===== src/rtl/fetch_pkg.sv =====
// Shared types and helpers for the instruction fetch sequencer.
package fetch_pkg;

  localparam int ADDR_W_DEF = 2;
  localparam int DATA_W_DEF = 2;

  typedef enum logic [1:0] {
    ST_IDLE   = 2'd0,
    ST_FETCH  = 2'd1,
    ST_DRAIN  = 2'd2,
    ST_HALTED = 2'd3
  } fetch_state_e;

  // Next program counter, wrapping modulo 2^width.
  function automatic logic [31:0] pc_inc(input logic [31:0] pc, input int width);
    return (pc + 32'd1) & ((32'd1 << width) - 32'd1);
  endfunction

endpackage


===== src/rtl/fetch_out_stage.sv =====
// One-entry valid/ready register holding the fetched instruction and its address.
module fetch_out_stage
  import fetch_pkg::*;
#(
  parameter int ADDR_W = ADDR_W_DEF,
  parameter int DATA_W = DATA_W_DEF
) (
  input  logic              clk,
  input  logic              rst_n,
  input  logic              i_load,
  input  logic              i_flush,
  input  logic              i_clear,
  input  logic [DATA_W-1:0] i_data,
  input  logic [ADDR_W-1:0] i_pc,
  output logic              o_valid,
  output logic [DATA_W-1:0] o_instr,
  output logic [ADDR_W-1:0] o_pc
);

  logic              r_valid;
  logic [DATA_W-1:0] r_instr;
  logic [ADDR_W-1:0] r_pc;

  // Flush beats load; the payload is kept when the entry is dropped or consumed.
  always_ff @(posedge clk) begin
    if (!rst_n) begin
      r_valid <= 1'b0;
      r_instr <= {DATA_W{1'b0}};
      r_pc    <= {ADDR_W{1'b0}};
    end else if (i_flush) begin
      r_valid <= 1'b0;
    end else if (i_load) begin
      r_valid <= 1'b1;
      r_instr <= i_data;
      r_pc    <= i_pc;
    end else if (i_clear) begin
      r_valid <= 1'b0;
    end else begin
      r_valid <= r_valid;
    end
  end

  assign o_valid = r_valid;
  assign o_instr = r_instr;
  assign o_pc    = r_pc;

endmodule


===== src/rtl/instr_fetch_sequencer.sv =====
// Fetch sequencer: owns the pc, drives the instruction memory address and
// hands instructions to decode through a one-entry output stage.
module instr_fetch_sequencer
  import fetch_pkg::*;
#(
  parameter int ADDR_W    = ADDR_W_DEF,
  parameter int DATA_W    = DATA_W_DEF,
  parameter int MAX_FETCH = 0,
  parameter int CNT_W     = 8
) (
  input  logic              clk,
  input  logic              rst_n,
  input  logic              i_start,
  input  logic              i_halt_req,
  input  logic              i_redirect_valid,
  input  logic [ADDR_W-1:0] i_redirect_addr,
  output logic [ADDR_W-1:0] o_mem_addr,
  input  logic [DATA_W-1:0] i_mem_data,
  output logic              o_instr_valid,
  input  logic              i_instr_ready,
  output logic [DATA_W-1:0] o_instr,
  output logic [ADDR_W-1:0] o_instr_pc,
  output logic              o_halted,
  output logic [CNT_W-1:0]  o_fetch_count
);

  localparam logic [CNT_W:0]   LP_MAX = (CNT_W + 1)'(MAX_FETCH);
  localparam logic [CNT_W-1:0] LP_SAT = {CNT_W{1'b1}};

  fetch_state_e      r_state;
  logic [ADDR_W-1:0] r_pc;
  logic [CNT_W-1:0]  r_count;
  logic              r_halted;

  logic w_xfer;
  logic w_budget_hit;
  logic w_load;
  logic w_clear;

  always_comb begin
    w_xfer       = o_instr_valid && i_instr_ready;
    w_budget_hit = 1'b0;
    // The accepted word that reaches the budget stops fetching in the same cycle.
    if ((MAX_FETCH != 0) && (r_state == ST_FETCH) && w_xfer && !i_redirect_valid &&
        (({1'b0, r_count} + {{CNT_W{1'b0}}, 1'b1}) == LP_MAX)) begin
      w_budget_hit = 1'b1;
    end else begin
      w_budget_hit = 1'b0;
    end
    w_load  = (r_state == ST_FETCH) && !i_redirect_valid && !i_halt_req && !w_budget_hit &&
              (!o_instr_valid || i_instr_ready);
    w_clear = w_xfer && !w_load;
  end

  // Sequencer state and the registered halted flag.
  always_ff @(posedge clk) begin
    if (!rst_n) begin
      r_state  <= ST_IDLE;
      r_halted <= 1'b0;
    end else begin
      case (r_state)
        ST_IDLE: begin
          if (!i_halt_req && i_start) begin
            r_state <= ST_FETCH;
          end
          r_halted <= 1'b0;
        end
        ST_FETCH: begin
          if (i_halt_req || w_budget_hit) begin
            r_state <= ST_DRAIN;
          end
          r_halted <= 1'b0;
        end
        ST_DRAIN: begin
          if (!o_instr_valid || i_instr_ready) begin
            r_state  <= ST_HALTED;
            r_halted <= 1'b1;
          end else begin
            r_halted <= 1'b0;
          end
        end
        ST_HALTED: begin
          if (!i_halt_req && i_start) begin
            r_state  <= ST_FETCH;
            r_halted <= 1'b0;
          end else begin
            r_halted <= 1'b1;
          end
        end
        default: begin
          r_state  <= ST_IDLE;
          r_halted <= 1'b0;
        end
      endcase
    end
  end

  // Program counter: a redirect overrides any fetch advance.
  always_ff @(posedge clk) begin
    if (!rst_n) begin
      r_pc <= {ADDR_W{1'b0}};
    end else if (i_redirect_valid) begin
      r_pc <= i_redirect_addr;
    end else if (w_load) begin
      r_pc <= ADDR_W'(pc_inc(32'(r_pc), ADDR_W));
    end else begin
      r_pc <= r_pc;
    end
  end

  // Saturating count of accepted words; a word dropped by redirect is not counted.
  always_ff @(posedge clk) begin
    if (!rst_n) begin
      r_count <= {CNT_W{1'b0}};
    end else if (w_xfer && !i_redirect_valid && (r_count != LP_SAT)) begin
      r_count <= r_count + {{(CNT_W-1){1'b0}}, 1'b1};
    end else begin
      r_count <= r_count;
    end
  end

  fetch_out_stage #(
    .ADDR_W(ADDR_W),
    .DATA_W(DATA_W)
  ) u_out_stage (
    .clk     (clk),
    .rst_n   (rst_n),
    .i_load  (w_load),
    .i_flush (i_redirect_valid),
    .i_clear (w_clear),
    .i_data  (i_mem_data),
    .i_pc    (r_pc),
    .o_valid (o_instr_valid),
    .o_instr (o_instr),
    .o_pc    (o_instr_pc)
  );

  assign o_mem_addr    = r_pc;
  assign o_halted      = r_halted;
  assign o_fetch_count = r_count;

endmodule


===== config.mk =====
export PLATFORM = sky130hd
export DESIGN_NAME = instr_fetch_sequencer
export DESIGN_NICKNAME = d
export VERILOG_FILES = /design/src/rtl/fetch_pkg.sv /design/src/rtl/fetch_out_stage.sv /design/src/rtl/instr_fetch_sequencer.sv
export SDC_FILE = /design/constraint.sdc
export NUM_CORES = 1
export LEC_CHECK = 0
export CAP_MARGIN = 5
export CORE_UTILIZATION = 49
export CTS_BUF_LIST = sky130_fd_sc_hd__clkbuf_4
export CTS_CLUSTER_DIAMETER = 40
export CTS_CLUSTER_SIZE = 10
export DETAILED_ROUTE_END_ITERATION = 10
export PLACE_DENSITY_LB_ADDON = 0.1
export SYNTH_ARGS = -nofsm -noshare
export SYNTH_HDL_FRONTEND = slang
export SYNTH_SLANG_ARGS = --single-unit

===== constraint.sdc =====
create_clock -name clk -period 1.8 [get_ports clk]
set_clock_uncertainty 0.05 [all_clocks]
set_input_delay 0.36 -clock clk [delete_from_list [all_inputs] [get_ports clk]]
set_output_delay 0.36 -clock clk [all_outputs]
set_load 0.01 [all_outputs]

=== After elaboration in Yosys (flattened, before gate mapping) ===
Index checks and enable logic that the tools add are counted.

* Add/sub/neg operators: 2
* Equality and inequality tests: 7
* Muxes and demuxes: 11
* Bitwise gates (word level): 2
* Reductions and logical operators: 21

{| class="wikitable"
|+ Operator list
! operator !! count
|-
| 2-to-1 mux 2 bit || 5
|-
| adder 8 x 1 -> 8 bit (second input constant) || 1
|-
| logical AND 1 bit || 8
|-
| != test 8 bit (second input constant) || 1
|-
| case mux 2 bit (3 select lines) || 1
|-
| OR reduction 2 bit || 3
|-
| == test 2 bit (second input constant) || 2
|-
| logical NOT 1 bit || 4
|-
| 2-to-1 mux 1 bit || 4
|-
| != test 2 bit (second input constant) || 2
|-
| nonzero test 2 bit || 2
|-
| case mux 1 bit (3 select lines) || 1
|-
| AND reduction 3 bit || 1
|-
| adder 2 x 1 -> 2 bit (second input constant) || 1
|-
| == test 2 x 1 -> 1 bit (second input constant) || 1
|-
| logical NOT 2 bit || 1
|-
| != test 2 x 1 -> 1 bit (second input constant) || 1
|-
| inverter 1 bit || 2
|-
| AND reduction 2 bit || 1
|-
| logical OR 1 bit || 1
|}

* Register bits after elaboration: 18
* Bits of input ports: 10
* Output and inout bits: 16
* Word-level logic and storage cells: 50

=== Depth between registers and ports, before layout ===
Gate-level depths: netlist (run 1).

* Depth after elaboration: 8
* Mapped depth: 5
* Gate-level depth less buffers: 5

=== Cells and area by module ===
From an unflattened synthesis (run 1), not the netlist that was laid out.

* Cells, all modules: 112
* Area, all modules: 996.0 µm²

{| class="wikitable"
|+ By module, submodules not included
! module !! times used !! cells an instance !! area an instance (µm²) !! seq. area each (µm²)
|-
| instr_fetch_sequencer || 1 || 89 || 789.5 || 260.2
|-
| fetch_out_stage || 1 || 23 || 206.4 || 100.1
|}

=== Worst setup path before layout (run 1) ===
Ideal clock, no wire load.

* Path type: reg-to-reg
* Start point: register r_state[0]
* End point: register r_state[1]
* Setup time: 0.116 ns
* Data arrival time: 1.228 ns
* Data required time: 1.634 ns
* Setup slack: 0.407 ns
* Stages on the path, launching flop included: 5
* Path buffers: 0
* Clock period less this slack: 1.393 ns
* Cells stage by stage: dfxtp_1 > inv_1 > ha_1 > a221o_1 > a31o_1

* Longest elaborated chain between the ends: 4
* Elaborated cells on any way between the ends: 10
* Classes of those cells: eq/ne: 6; mux: 1; reduce/logical: 3

{| class="wikitable"
|+ Ends and longest elaborated chain
! what !! line !! RTL
|-
| start: declaration || instr_fetch_sequencer.sv:30 || <nowiki>fetch_state_e r_state;</nowiki>
|-
| start signal: assignment || instr_fetch_sequencer.sv:58 || <nowiki>r_state <= ST_IDLE;</nowiki>
|-
| start signal: assignment || instr_fetch_sequencer.sv:64 || <nowiki>r_state <= ST_FETCH;</nowiki>
|-
| start signal: assignment || instr_fetch_sequencer.sv:70 || <nowiki>r_state <= ST_DRAIN;</nowiki>
|-
| == test 2 bit / logical NOT 2 bit (equally long branches) || instr_fetch_sequencer.sv:61 || <nowiki>case (r_state)</nowiki>
|-
| OR reduction 2 bit (no source line) || -- ||
|-
| != test 2 x 1 -> 1 bit (no source line) || -- ||
|-
| AND reduction 3 bit (no source line) || -- ||
|}

Parallel ways exist; a longest one is shown, timed or not.
A chain may end at the register's enable or synchronous reset.

=== Worst setup path after layout (run 1) ===
* Start point: register r_count[4], in the netlist o_fetch_count[4]
* End point: output port o_fetch_count[4]

{| class="wikitable"
|+ RTL lines
! what !! line !! RTL
|-
| start: declaration || instr_fetch_sequencer.sv:32 || <nowiki>logic [CNT_W-1:0] r_count;</nowiki>
|-
| start signal: assignment || instr_fetch_sequencer.sv:114 || <nowiki>r_count <= {CNT_W{1'b0}};</nowiki>
|-
| start signal: assignment || instr_fetch_sequencer.sv:116 || <nowiki>r_count <= r_count + {{(CNT_W-1){1'b0}}, 1'b1};</nowiki>
|-
| start signal: assignment || instr_fetch_sequencer.sv:118 || <nowiki>r_count <= r_count;</nowiki>
|-
| end: declaration || instr_fetch_sequencer.sv:24 || <nowiki>output logic [CNT_W-1:0] o_fetch_count</nowiki>
|}

No word-level cell between the ends.

==> results of run 1 <==
[logic make-up (layout without fill, tap and decap cells)]
| kind of cell | count (synthesis) | after routing | synth area share |
|---|---|---|---|
| buf+inv | 12 | 43 | 0.0623 |
| compound gates | 28 | 28 | 0.217 |
| simple gates | 43 | 43 | 0.253 |
| mux | 5 | 5 | 0.0508 |
| flops | 18 | 18 | 0.366 |
| fa+ha+maj | 4 | 4 | 0.0508 |
[tightest hold or removal path, stage by stage (launching register included)]
cell     delay [ns]
dfxtp_1        0.32
o21ai_0        0.06
a21oi_1        0.06
[through the flow]
step | total power, W | worst slack (ns) | hold slack [ns] | instances
5_1_grt | 0.00102 | 0.00873 | 0.455 | 166
3_3_place_gp | 0.000751 | -0.0107 | 0.416 | 163
6_report | 0.000958 | 0.0660 | 0.430 | 166
3_5_place_dp | 0.000764 | -0.0605 | 0.419 | 163
4_1_cts | 0.000964 | 0.00210 | 0.434 | 166
2_1_floorplan | 0.000655 | 0.407 | 0.422 | 110
[routing by layer]
layer | wire length (um) | part of all wire | global-route usage | vias up
met5 | 0 | 0 | 0 | -
met4 | 42 | 0.018 | 0.103 | 0
met3 | 141 | 0.061 | 0.0346 | 5
met2 | 1140 | 0.49 | 0.406 | 35
met1 | 1000 | 0.43 | 0.295 | 450
li1 | - | - | - | 473
[synthesized netlist by cell type]
| master | instances |
|---|---|
| dfxtp_1 | 18 |
| nand2_1 | 11 |
| nand3_1 | 8 |
| inv_1 | 7 |
| a21oi_1 | 6 |
| o21ai_0 | 6 |
| mux2i_1 | 5 |
| a211oi_1 | 4 |
| ha_1 | 4 |
| nand2b_1 | 4 |
| nor3_1 | 4 |
| nor2_1 | 3 |
| and3_1 | 2 |
| buf_6 | 2 |
| clkbuf_1 | 2 |
| nor2b_1 | 2 |
| nor3b_1 | 2 |
| a2111oi_0 | 1 |
| a2111oi_4 | 1 |
| a221o_1 | 1 |
| a22o_1 | 1 |
| a22oi_1 | 1 |
| a311oi_1 | 1 |
| a31o_1 | 1 |
| a31o_2 | 1 |
| a31oi_1 | 1 |
| a41oi_1 | 1 |
| and3b_1 | 1 |
| and4_1 | 1 |
| buf_2 | 1 |
| nand3b_1 | 1 |
| nand3b_4 | 1 |
| nand4_1 | 1 |
| nor4b_1 | 1 |
| o2111a_1 | 1 |
| o32ai_1 | 1 |
| or3b_4 | 1 |
[how the worst max path moves through the flow]
stage	start	to	slack, ns	depth (start not counted)
after floorplan	r_state[0]	r_state[1]	0.41	4
after global placement	i_redirect_valid	u_out_stage.o_instr[1]	-0.01	5
after detailed placement	i_redirect_valid	u_out_stage.o_instr[1]	-0.06	5
after CTS	o_fetch_count[7]	o_fetch_count[7]	0.002	1
after global routing	o_fetch_count[4]	o_fetch_count[4]	0.009	1
final	o_fetch_count[4]	o_fetch_count[4]	0.07	1
[state kept, by name, indices dropped and copies added (netlist names)]
register / count
o_fetch_count: 8
o_halted: 1
o_mem_addr: 2
r_state: 2
u_out_stage.o_instr: 2
u_out_stage.o_pc: 2
u_out_stage.o_valid: 1
[report_power, final]
group          internal [W]  switching (W)
registers          0.000434      0.0000308
logic              0.000160       0.000129
clock network     0.0000781       0.000127
[final cells by class]
cell class | instances | area share
timing repair buffer | 33 | 0.236
multi-input combinational | 80 | 0.428
sequential | 18 | 0.276
clock buffer | 3 | 0.0171
tap | 25 | 0.0238
inverter | 7 | 0.0200
==> flow_metrics.env, run 1 <==
export IMPL_outcome="finished clean"
export IMPL_ys_warn_count=0
export IMPL_syn_nets=124
export IMPL_yosysTopAreaCell="dfxtp_1"
export IMPL_grt_usage=0.237
export IMPL_die_h_um=46.8
export IMPL_final_util=0.731
export IMPL_dieArea_um2=2190
export IMPL_max_stage_delay_ns=0.58
export IMPL_ios=26
export IMPL_hold_start="u_out_stage.o_instr[0]"
export IMPL_initial_core_util=0.547
export IMPL_fin_tns_setup_ns=0
export IMPL_rsz0062_at_grt="no"
export IMPL_core_area_um2=1800
export IMPL_crit_path_max_fanout=7
export IMPL_synthTopCellsByArea="dfxtp_1 (37%), ha_1 (5.1%), mux2i_1 (5.1%), nand2_1 (4.2%), nand3_1 (4.1%)"
export IMPL_layout_common_cells="clkdlybuf4s50_1 (25), dfxtp_1 (16), nand2_1 (11)"
export IMPL_synthToLayoutAreaGrowth_pct=33.7
export IMPL_dr_total_vias=963
export IMPL_startpoint_type="flip-flop"
export IMPL_clockBufferDepth=2
export IMPL_yosysTopAreaCellShare=0.366
export IMPL_dr_pass1_iters=4
export IMPL_postRouteWirelength_um=2330
export IMPL_synth_area_um2=985
export IMPL_fill_cells=174
export IMPL_path_cells="clkdlybuf4s50_1"
export IMPL_cts_setup_buffers=0
export IMPL_nNetsFinal=157
export IMPL_slew_headroom=0.711
export IMPL_finalCriticalPeriod_ns=1.73
export IMPL_grt_pass1_vias=861
export IMPL_vias_per_cell=5.80
export IMPL_cts_clk_slew_worst_paths_ns=0.10
export IMPL_cts_tree="yes"
export IMPL_htree_levels=1
export IMPL_final_area_um2=1320
export IMPL_multiInputGateArea_um2=563
export IMPL_ff_latch_area_um2=363
export IMPL_avgRoutedWirePerCell_um=14.0
export IMPL_worst_pin_slew_ns=0.433
export IMPL_postCtsHoldBufs=0
export IMPL_p_leak_nw=0.486
export IMPL_antenna_found_initial=0
export IMPL_dp_hpwl_um=1810
export IMPL_critical_path_endpoint_type="output port"
export IMPL_ys_seq_area_frac=0.366
export IMPL_final_common_cell="clkdlybuf4s50_1"
export IMPL_antenna_cells=0
export IMPL_synth_seq_cells=18
export IMPL_drc=0
export IMPL_final_antenna_net_count=0
export IMPL_place_congestion=0.792
export IMPL_syn_inst=110
export IMPL_numClockSinks=18
export IMPL_worstReg2RegStart="r_state[1]"
export IMPL_hold_viol=0
export IMPL_reg2reg_to="u_out_stage.o_instr[1]"
export IMPL_critPathKind="reg2out"
export IMPL_drt_initial_drc_count=30
export IMPL_overflow=0
export IMPL_worstRegToRegCells=6
export IMPL_cts_buffers=3
export IMPL_fin_crit_sh=0.963
export IMPL_rows=15
export IMPL_post_cts_resized=0
export IMPL_fmax_ghz=0.577
export IMPL_path_buf_inv=1
export IMPL_cap_violations=0
export IMPL_slew_violations=0
export IMPL_clock_latency_ns=0.30
export IMPL_crit_required_ns=1.39
export IMPL_cp_arrival_ns=1.32
export IMPL_crit_family="buffers and inverters"
export IMPL_setup_viol=0
export IMPL_hold_class="reg2reg"
export IMPL_hold_end="u_out_stage.o_instr[0]"
export IMPL_power_density_nw_per_um2=728
export IMPL_syn_avg_cell_area_um2=8.95
export IMPL_port_buffers=25
export IMPL_clockRootBuffer="clkbuf_4"
export IMPL_die_x_um=46.8
export IMPL_grt_max_degree=11
export IMPL_drive_gt1_frac=0.121
export IMPL_worst_ir_drop_vdd_mv=0.549
export IMPL_reg2reg_slack_ns=0.25
export IMPL_dpl_cell_area_um2=1290
export IMPL_grt_pass1_wl_um=3660
export IMPL_whs_path_depth=2
export IMPL_crit_slowest_cell="clkdlybuf4s50_1"
export IMPL_ys_types=37
Power figures use the tool's default switching activity.
==> run 2: changes to the inputs <==
- CTS_CLUSTER_DIAMETER: 40 -> default
- SYNTH_HIERARCHICAL: default -> 1
==> run 2 against run 1 <==
Effect of this change:
- final cell count rose by 1.2%
- highest routed layer unchanged
- largest cell class unchanged
- total power fell by 3.3%
- critical endpoint is now o_fetch_count[3]
- register-to-register slack got worse by 0.03 ns
- sequential share of layout area fell by 0.21 points
==> flow_metrics.env, run 2 <==
export IMPL_path_buf_inv=1
export IMPL_synth_seq_cells=18
export IMPL_worst_ir_drop_vdd_mv=0.853
export IMPL_die_x_um=47.1
export IMPL_cp_arrival_ns=1.31
export IMPL_dp_hpwl_um=1560
export IMPL_crit_path_max_fanout=7
export IMPL_clock_latency_ns=0.29
export IMPL_power_density_nw_per_um2=699
export IMPL_cts_setup_buffers=0
export IMPL_avgRoutedWirePerCell_um=11.9
export IMPL_crit_slowest_cell="clkdlybuf4s50_1"
export IMPL_nNetsFinal=158
export IMPL_yosysTopAreaCellShare=0.362
export IMPL_fin_tns_setup_ns=0
export IMPL_slew_headroom=0.761
export IMPL_largest_reg_flops=8
export IMPL_die_h_um=47.1
export IMPL_place_congestion=0.828
export IMPL_setup_slack_ns=0.0842
export IMPL_syn_avg_cell_area_um2=8.89
export IMPL_synthTopCellsByArea="dfxtp_1 (36%), mux2i_1 (9.0%), nand2_1 (6.8%), ha_1 (5.0%), nand2b_1 (4.4%)"
export IMPL_ios=26
export IMPL_drc=0
export IMPL_crit_family="buffers and inverters"
export IMPL_grt_usage=0.205
export IMPL_syn_inst=112
export IMPL_grt_pass1_wl_um=3190
export IMPL_setup_viol=0
export IMPL_drt_initial_drc_count=16
export IMPL_worst_pin_slew_ns=0.359
export IMPL_yosysTopAreaCell="dfxtp_1"
export IMPL_ys_types=38
export IMPL_dp_worst_setup_slack_ns=0.00401
export IMPL_final_antenna_net_count=0
export IMPL_async_reset_ff_frac=0
export IMPL_overflow=0
export IMPL_rsz0062_at_grt="no"
export IMPL_grt_pass1_vias=765
export IMPL_report_power_total_w=0.000927
export IMPL_numClockSinks=18
export IMPL_crit_required_ns=1.39
export IMPL_dieArea_um2=2220
export IMPL_synth_area_um2=996
export IMPL_postRouteWirelength_um=2000
export IMPL_core_area_um2=1820
export IMPL_fmax_ghz=0.583
export IMPL_layout_common_cells="clkdlybuf4s50_1 (25), nand2_1 (18), dfxtp_1 (16)"
export IMPL_cts_tree="yes"
export IMPL_fin_crit_sh=0.953
export IMPL_max_stage_delay_ns=0.58
export IMPL_outcome="finished clean"
export IMPL_initial_core_util=0.547
export IMPL_clockBufferDepth=2
export IMPL_p_leak_nw=0.525
export IMPL_antenna_found_initial=0
export IMPL_finalCriticalPeriod_ns=1.72
export IMPL_syn_nets=126
export IMPL_synth_edf_count=0
export IMPL_slew_violations=0
export IMPL_hold_viol=0
export IMPL_antenna_cells=0
export IMPL_drive_gt1_frac=0.112
export IMPL_critPathKind="reg2out"
export IMPL_critical_path_endpoint_type="output port"
export IMPL_clockRootBuffer="clkbuf_4"
export IMPL_synthToLayoutAreaGrowth_pct=33.2
export IMPL_cap_violations=0
export IMPL_vias_per_cell=5.38
export IMPL_cts_clk_slew_worst_paths_ns=0.10
export IMPL_ys_seq_area_frac=0.362
export IMPL_dr_total_vias=904
export IMPL_path_cells="clkdlybuf4s50_1"
export IMPL_synthTopCellsByCount="dfxtp_1 (18), nand2_1 (18), mux2i_1 (9), inv_1 (8), nand2b_1 (7)"
export IMPL_ys_flop_type="dfxtp_1"
export IMPL_hold_class="reg2reg"
export IMPL_dr_pass1_iters=4
export IMPL_ys_warn_count=6
export IMPL_cts_buffers=3
export IMPL_startpoint_type="flip-flop"
export IMPL_grt_max_degree=24
export IMPL_rows=15
export IMPL_port_buffers=25
export IMPL_final_common_cell="clkdlybuf4s50_1"
export IMPL_htree_levels=1
-- run 2: path summary, 6_finish.rpt --
kind / start / slack (ns) / cells after the start / end
max reg2reg: o_fetch_count[0] / 0.22 / 4 / o_fetch_count[4]
max: o_fetch_count[3] / 0.08 / 1 / o_fetch_count[3]
min reg2reg: u_out_stage/o_pc[1] / 0.42 / 2 / u_out_stage/o_pc[1]
min: u_out_stage/o_pc[1] / 0.42 / 2 / u_out_stage/o_pc[1]
-- run 2: report_power, final --
part | switching [W] | internal (W)
registers | 0.0000278 | 0.000432
clock network | 0.000123 | 0.0000805
logic | 0.000123 | 0.000141
total | 0.000273 | 0.000653
-- run 2: area by class of cell --
type / instances / area [um2]
Clock buffer: 3 / 22.5
Clock inverter: 1 / 3.75
Fill cell: 151 / 494
Inverter: 8 / 30.0
Multi-Input combinational cell: 82 / 581
Sequential cell: 18 / 363
Tap cell: 25 / 31.3
Timing Repair Buffer: 31 / 295
-- run 2: what timing repair did --
action / 4_1_cts / 5_1_grt
hold buffers: 0 / 0
setup endpoints to repair: 0 / 2
gates resized for setup: 0 / 2
-- run 2: logic make-up after synthesis --
group | count (synthesis) | share of synthesized area
multiplexers | 9 | 0.0905
adder cells (fa/ha/maj) | 4 | 0.0503
buffers and inverters | 12 | 0.0553
AO/OA/AOI/OAI | 24 | 0.188
AND/OR/NAND/NOR | 45 | 0.254
flip-flops | 18 | 0.362
-- run 2: stage by stage --
step	cells	hold slack [ns]	util	cell area [um2]
after global routing	168	0.454	0.729	1330
final	168	0.415	0.729	1330
after global placement	164	0.393	0.713	1300
after detailed placement	164	0.399	0.713	1300
after CTS	168	0.415	0.727	1320
after floorplan	112	0.419	-	996
-- run 2: worst reg2reg max path: cells and delay by family, from the launching register on --
kind | cells | cell delay, ns
muxes | 1 | 0.22
and+or+nand+nor | 1 | 0.27
DFF | 1 | 0.36
AOI/OAI and AO/OA | 1 | 0.36
adders and majority gates | 1 | 0.27
-- run 2: per-layer routing --
metal  share of wire  track usage  vias up
li1                -            -      464
met2            0.49        0.356       19
met4           0.016       0.0857        0
met5               0            0        -
met1            0.46        0.251      417
met3           0.026       0.0346        4
